[config.mk]
export PLATFORM = sky130hd
export DESIGN_NAME = seg_scan_driver
export DESIGN_NICKNAME = d
export VERILOG_FILES = /design/src/rtl/seg_scan_driver.sv
export SDC_FILE = /design/constraint.sdc
export NUM_CORES = 1
export LEC_CHECK = 0
export CAP_MARGIN = 15
export CORE_MARGIN = 4
export CORE_UTILIZATION = 38
export CTS_CLUSTER_SIZE = 28
export DETAILED_ROUTE_END_ITERATION = 6
export GPL_TIMING_DRIVEN = 0
export PLACE_DENSITY = 0.6
export SYNTH_ARGS = -nofsm -noshare
export SYNTH_HDL_FRONTEND = slang
export SYNTH_SLANG_ARGS = --single-unit
[constraint.sdc]
create_clock -name clk -period 3.3 [get_ports clk]
set_input_delay 0.495 -clock clk [delete_from_list [all_inputs] [get_ports clk]]
set_output_delay 0.495 -clock clk [all_outputs]
set_load 0.05 [all_outputs]
[src/rtl/seg_scan_driver.sv]
// Two-bank 4-digit 7-segment scanner with frame-coherent shadowing and edit-digit blink.
// Latency: outputs are registered, one cycle behind the internal digit index and shadow state.
// Backpressure: none; free-running display sink that samples its inputs every cycle.
module seg_scan_driver #(
    parameter int SCAN_DIV  = 50000,
    parameter int BLINK_DIV = 25000000
) (
    input  logic        clk,
    input  logic        rstn,
    input  logic [19:0] time_data,
    input  logic [5:0]  state_info,
    input  logic        edit_en,
    input  logic [2:0]  edit_bit,
    output logic [6:0]  led0,
    output logic [6:0]  led1,
    output logic [3:0]  led_mux0,
    output logic [3:0]  led_mux1,
    output logic        dp0,
    output logic        dp1
);

    localparam int SW = (SCAN_DIV  > 1) ? $clog2(SCAN_DIV)  : 1;
    localparam int BW = (BLINK_DIV > 1) ? $clog2(BLINK_DIV) : 1;

    localparam logic [SW-1:0] SCAN_LAST  = SW'(SCAN_DIV - 1);
    localparam logic [BW-1:0] BLINK_LAST = BW'(BLINK_DIV - 1);

    // BCD digit to {g,f,e,d,c,b,a}; anything above 9 is blanked
    function automatic logic [6:0] seg7(input logic [3:0] v);
        logic [6:0] s;
        case (v)
            4'd0:    s = 7'b0111111;
            4'd1:    s = 7'b0000110;
            4'd2:    s = 7'b1011011;
            4'd3:    s = 7'b1001111;
            4'd4:    s = 7'b1100110;
            4'd5:    s = 7'b1101101;
            4'd6:    s = 7'b1111101;
            4'd7:    s = 7'b0000111;
            4'd8:    s = 7'b1111111;
            4'd9:    s = 7'b1101111;
            default: s = 7'b0000000;
        endcase
        return s;
    endfunction

    logic [SW-1:0] scan_cnt_q, scan_cnt_d;
    logic [1:0]    idx_q, idx_d;
    logic          load_pend_q, load_pend_d;
    logic [19:0]   shd_time_q, shd_time_d;
    logic [5:0]    shd_state_q, shd_state_d;
    logic [BW-1:0] blink_cnt_q, blink_cnt_d;
    logic          blink_ph_q, blink_ph_d;
    logic [6:0]    led0_q, led0_d;
    logic [6:0]    led1_q, led1_d;
    logic [3:0]    mux_q, mux_d;
    logic          dp0_q, dp0_d;
    logic          dp1_q, dp1_d;

    logic          scan_tc;
    logic          frame_wrap;
    logic [3:0]    dig0;
    logic [3:0]    dig1;
    logic          blink_on;
    logic          blank0;
    logic          blank1;

    // Scan timing, frame-boundary shadow capture and blink phase
    always_comb begin
        scan_tc     = (scan_cnt_q == SCAN_LAST);
        frame_wrap  = scan_tc && (idx_q == 2'd3);

        scan_cnt_d  = scan_tc ? '0 : scan_cnt_q + 1'b1;
        idx_d       = scan_tc ? idx_q + 2'd1 : idx_q;

        // The very first post-reset cycle loads immediately so the first
        // frame does not have to display the cleared shadow for a whole frame
        load_pend_d = 1'b0;
        shd_time_d  = shd_time_q;
        shd_state_d = shd_state_q;
        if (load_pend_q || frame_wrap) begin
            shd_time_d  = time_data;
            shd_state_d = state_info;
        end

        // Leaving edit mode parks the blink at the visible phase so the next
        // edit always starts with a full visible half-period
        blink_cnt_d = '0;
        blink_ph_d  = 1'b0;
        if (edit_en) begin
            if (blink_cnt_q == BLINK_LAST) begin
                blink_cnt_d = '0;
                blink_ph_d  = ~blink_ph_q;
            end else begin
                blink_cnt_d = blink_cnt_q + 1'b1;
                blink_ph_d  = blink_ph_q;
            end
        end
    end

    // Digit selection, decode, status blanking and blink masking for the output stage
    always_comb begin
        dig0 = 4'd0;
        dig1 = 4'd0;
        case (idx_q)
            2'd0: begin
                dig0 = shd_time_q[3:0];
                dig1 = shd_time_q[17:14];
            end
            2'd1: begin
                dig0 = {1'b0, shd_time_q[6:4]};
                dig1 = {2'b00, shd_time_q[19:18]};
            end
            2'd2: begin
                dig0 = shd_time_q[10:7];
                dig1 = {1'b0, shd_state_q[2:0]};
            end
            default: begin
                dig0 = {1'b0, shd_time_q[13:11]};
                dig1 = {1'b0, shd_state_q[5:3]};
            end
        endcase

        // edit_bit 0..3 maps onto bank0 digits, 4..5 onto bank1 digits 0..1
        blink_on = edit_en && blink_ph_q;
        blank0   = blink_on && (edit_bit == {1'b0, idx_q});
        blank1   = blink_on && (edit_bit == {1'b1, idx_q}) && !idx_q[1];

        led0_d = blank0 ? 7'd0 : seg7(dig0);
        led1_d = seg7(dig1);
        if (blank1 || (idx_q[1] && (shd_state_q == 6'd0))) begin
            led1_d = 7'd0;
        end

        mux_d = 4'b0001 << idx_q;
        dp0_d = (idx_q == 2'd2);
        dp1_d = (idx_q == 2'd0);
    end

    // State and output registers
    always_ff @(posedge clk or negedge rstn) begin
        if (!rstn) begin
            scan_cnt_q  <= '0;
            idx_q       <= 2'd0;
            load_pend_q <= 1'b1;
            shd_time_q  <= 20'd0;
            shd_state_q <= 6'd0;
            blink_cnt_q <= '0;
            blink_ph_q  <= 1'b0;
            led0_q      <= 7'd0;
            led1_q      <= 7'd0;
            mux_q       <= 4'd0;
            dp0_q       <= 1'b0;
            dp1_q       <= 1'b0;
        end else begin
            scan_cnt_q  <= scan_cnt_d;
            idx_q       <= idx_d;
            load_pend_q <= load_pend_d;
            shd_time_q  <= shd_time_d;
            shd_state_q <= shd_state_d;
            blink_cnt_q <= blink_cnt_d;
            blink_ph_q  <= blink_ph_d;
            led0_q      <= led0_d;
            led1_q      <= led1_d;
            mux_q       <= mux_d;
            dp0_q       <= dp0_d;
            dp1_q       <= dp1_d;
        end
    end

    assign led0     = led0_q;
    assign led1     = led1_q;
    assign led_mux0 = mux_q;
    assign led_mux1 = mux_q;
    assign dp0      = dp0_q;
    assign dp1      = dp1_q;

endmodule
==> results by group <==
Routing
  • Final WL: just over 9000 um
  • Initial drt markers: ~260
  • Post-route ant nets: 0
  • Pre-Repair DR Iteration Count: 6
  • Post-DR wirelength/cell: 15.2 um
  • Remaining DRCs: 0
  • Via count: around 3,200
  • Via density: 5.24

Outcome
  • Status: finished, final reports clean

Setup path
  • Cell count along the critical path: 11
  • Slack of the worst reg-to-reg path: ~370 ps
  • WP data required: roughly 3600 ps
  • Reg2reg path depth: 11
  • CP top delay family: compound AO/OA/AOI/OAI gates
  • Worst path bufs/invs: 3
  • Critical Path Start Type: flip-flop
  • Worst path max stage delay: 460 ps
  • CP cell instances: inv_1, ha_1, clkbuf_1, a222oi_1, a21o_1, inv_1, ha_1, a21oi_1, nor3_1, a211o_1, nor2_1
  • Critical path peak fanout: 10
  • Crit. End Element: flip-flop
  • Critical path class: reg -> reg
  • WP data arrival: 3200 ps
  • Slowest CP cell: a222oi_1

Hold path
  • Worst hold path type: in -> async

Global route
  • Global-route wire length before repair: roughly 16,000 um
  • Antenna violations before repair: 0
  • Vias in the first global route: about 3,300
  • GRT overflow: 0
  • Largest net degree at the start of global routing: a little over 50
  • GR Util All Layers: 15.1%

Clock tree
  • Clk buf depth: 2
  • Clock slew at reported path FFs: ~70 ps
  • Post-CTS Setup Inserts: 0
  • CTS buffer count: 9
  • CTS resizes: 0
  • CTS tree: done
  • # clock sinks: roughly 90
  • # hold bufs at CTS: 0
  • H-tree Lvls: 3
  • Root Buffer: clkbuf_16
  • Worst skew pair latency: between 300 and 400 ps

Die
  • Std-Cell Rows: 39
  • Core box area: 0.0114 mm2
  • DIE WIDTH: approximately 120 um
  • Die Ht: 116 um
  • Die Area: between 0.01 and 0.015 mm2
  • IO Count: between 50 and 60
  • Starting Density: roughly two fifths

Placed design
  • GPL Wtd Cong: 0.837
  • Post-DP HPWL: 6840 um
  • Dpl ws: 357 ps
  • Port Buffers: between 50 and 60

Logic synthesis
  • Synth unique cells: between 50 and 60
  • Register area share after synthesis: 50.6%
  • Syn_area_per_cell: between 10 and 15 um2
  • Synth area leader: dfrtp_1
  • EDFF count, synth: 0
  • Synth Flop Type: dfrtp_1
  • Synth top area share: around half
  • Synthesis-stage register bit count: 89
  • Synth Net Count: 444
  • Mapped Cells: 396
  • Count leader, synth: dfrtp_1
  • Synth cell count leaders: dfrtp_1 (88), a21oi_1 (25), nor2_1 (24)
  • Area contributors post-synth: dfrtp_1 (50%), mux2_4 (6.8%), ha_1 (4.5%)
  • Async SR Flop Fraction: 100%
  • Ys Warns: 0
  • Synthesized cell area: about 0.0044 mm2

Run
  • Max Cap Violations: 0

Power
  • Leakage: approximately 2.4 nW
  • Largest vdd supply drop: 0.000480 V
  • Pwr dens: around 500 mW/mm2

STA
  • Slew Limit Fails: 0
  • Tcrit/Tclk final: 88.9%
  • Skew final: roughly 7.7 ps
  • Max Fclk: approximately 340 MHz
  • Min Hold Slack: ~120 ps
  • Finish-stage setup viols: 0
  • Worst Tran Pin Value: 1000 ps
  • Final WS setup: 368 ps
  • Relative slew slack: between 30% and 40%
  • Final Hold Fails: 0
  • RSZ-0062 raised after global routing: false
  • Final min period: around 3000 ps

Final layout
  • Nets: 511
  • Layout cell share with drive strength beyond 1: 11.3%
  • N_diodes: 0
  • Core Util, Final: 48.3%
  • Area grow syn2layout: 24.8%
layer usage:
| layer | part of all wire [%] | global-route usage [%] |
|---|---|---|
| met1 | 47 | 20.7 |
| met2 | 47 | 23.9 |
| met3 | 4.2 | 3.55 |
| met4 | 1.4 | 4.95 |
| met5 | 0 | 0 |
layout by cell type (no fill, tap or decap), types with 7 or more instances in the layout:
cell / instances
clkbuf_1: 9
nand4_1: 8
nand2_1: 17
dfrtp_1: 88
buf_4: 7
or3_1: 14
inv_1: 11
clkbuf_16: 9
clkdlybuf4s50_1: 54
nor2b_1: 8
or4_1: 8
nor2_1: 24
o21ai_0: 13
nand3_1: 23
a21oi_1: 25
ha_1: 16
xnor2_1: 8
xor2_1: 16
mux2_4: 20
state kept, by name, summed over array words and instances, names as in the netlist:
| name | cells |
|---|---|
| blink_cnt_q | 25 |
| blink_ph_q | 1 |
| idx_q | 2 |
| led0 | 7 |
| led1 | 7 |
| led_mux0 | 4 |
| load_pend_q | 1 |
| scan_cnt_q | 16 |
| shd_state_q | 6 |
| shd_time_q | 20 |
kinds of logic after synthesis:
logic type      Yosys count  share of synthesized area (%)
fa+ha+maj                16                           4.55
other cells               1                         0.0852
flops                    89                           50.6
compound gates           73                           10.5
mux                      27                           8.58
simple gates            136                           17.4
xor+xnor                 24                           4.77
buf+inv                  30                           3.44
metrics by stage:
step | TNS (ps) | std cells | cell area, um2 | total power, mW
2_1_floorplan | 0 | 396 | 4400 | 1.46
3_3_place_gp | -130160 | 594 | 5130 | 1.62
3_5_place_dp | 0 | 595 | 5160 | 1.63
4_1_cts | 0 | 611 | 5490 | 2.78
5_1_grt | 0 | 611 | 5490 | 2.86
6_report | 0 | 611 | 5490 | 2.75
where the power goes:
part	switching [mW]	internal (mW)
Sequential	0.0362	1.16
Combinational	0.238	0.178
Clock	0.442	0.696
Total	0.716	2.03
worst register-to-register path, delay by kind of cell (launching register included):
kind / cells / cell delay [ps]
buf+inv: 3 / 490
compound gates: 4 / 1320
fa+ha+maj: 2 / 420
flops: 1 / 440
simple gates: 2 / 210
layout make-up:
class / count / area (um2)
clock inverter: 6 / 97.6
inverter: 12 / 45.0
multi-input combinational: 277 / 2020
buffer: 18 / 106
timing repair buffer: 56 / 576
sequential: 89 / 2230
fill: 1033 / 5880
clock buffer: 10 / 239
tap: 143 / 179
worst paths after layout:
check                                  end            from
min in group clk            scan_cnt_q[15]  scan_cnt_q[15]
setup / recovery                   led1[6]        idx_q[1]
setup reg to reg                   led1[6]        idx_q[1]
hold reg to reg             scan_cnt_q[15]  scan_cnt_q[15]
hold / removal             blink_cnt_q[16]            rstn
max in group asynchronous      load_pend_q            rstn
No activity file was read; power rests on OpenSTA's default activity.
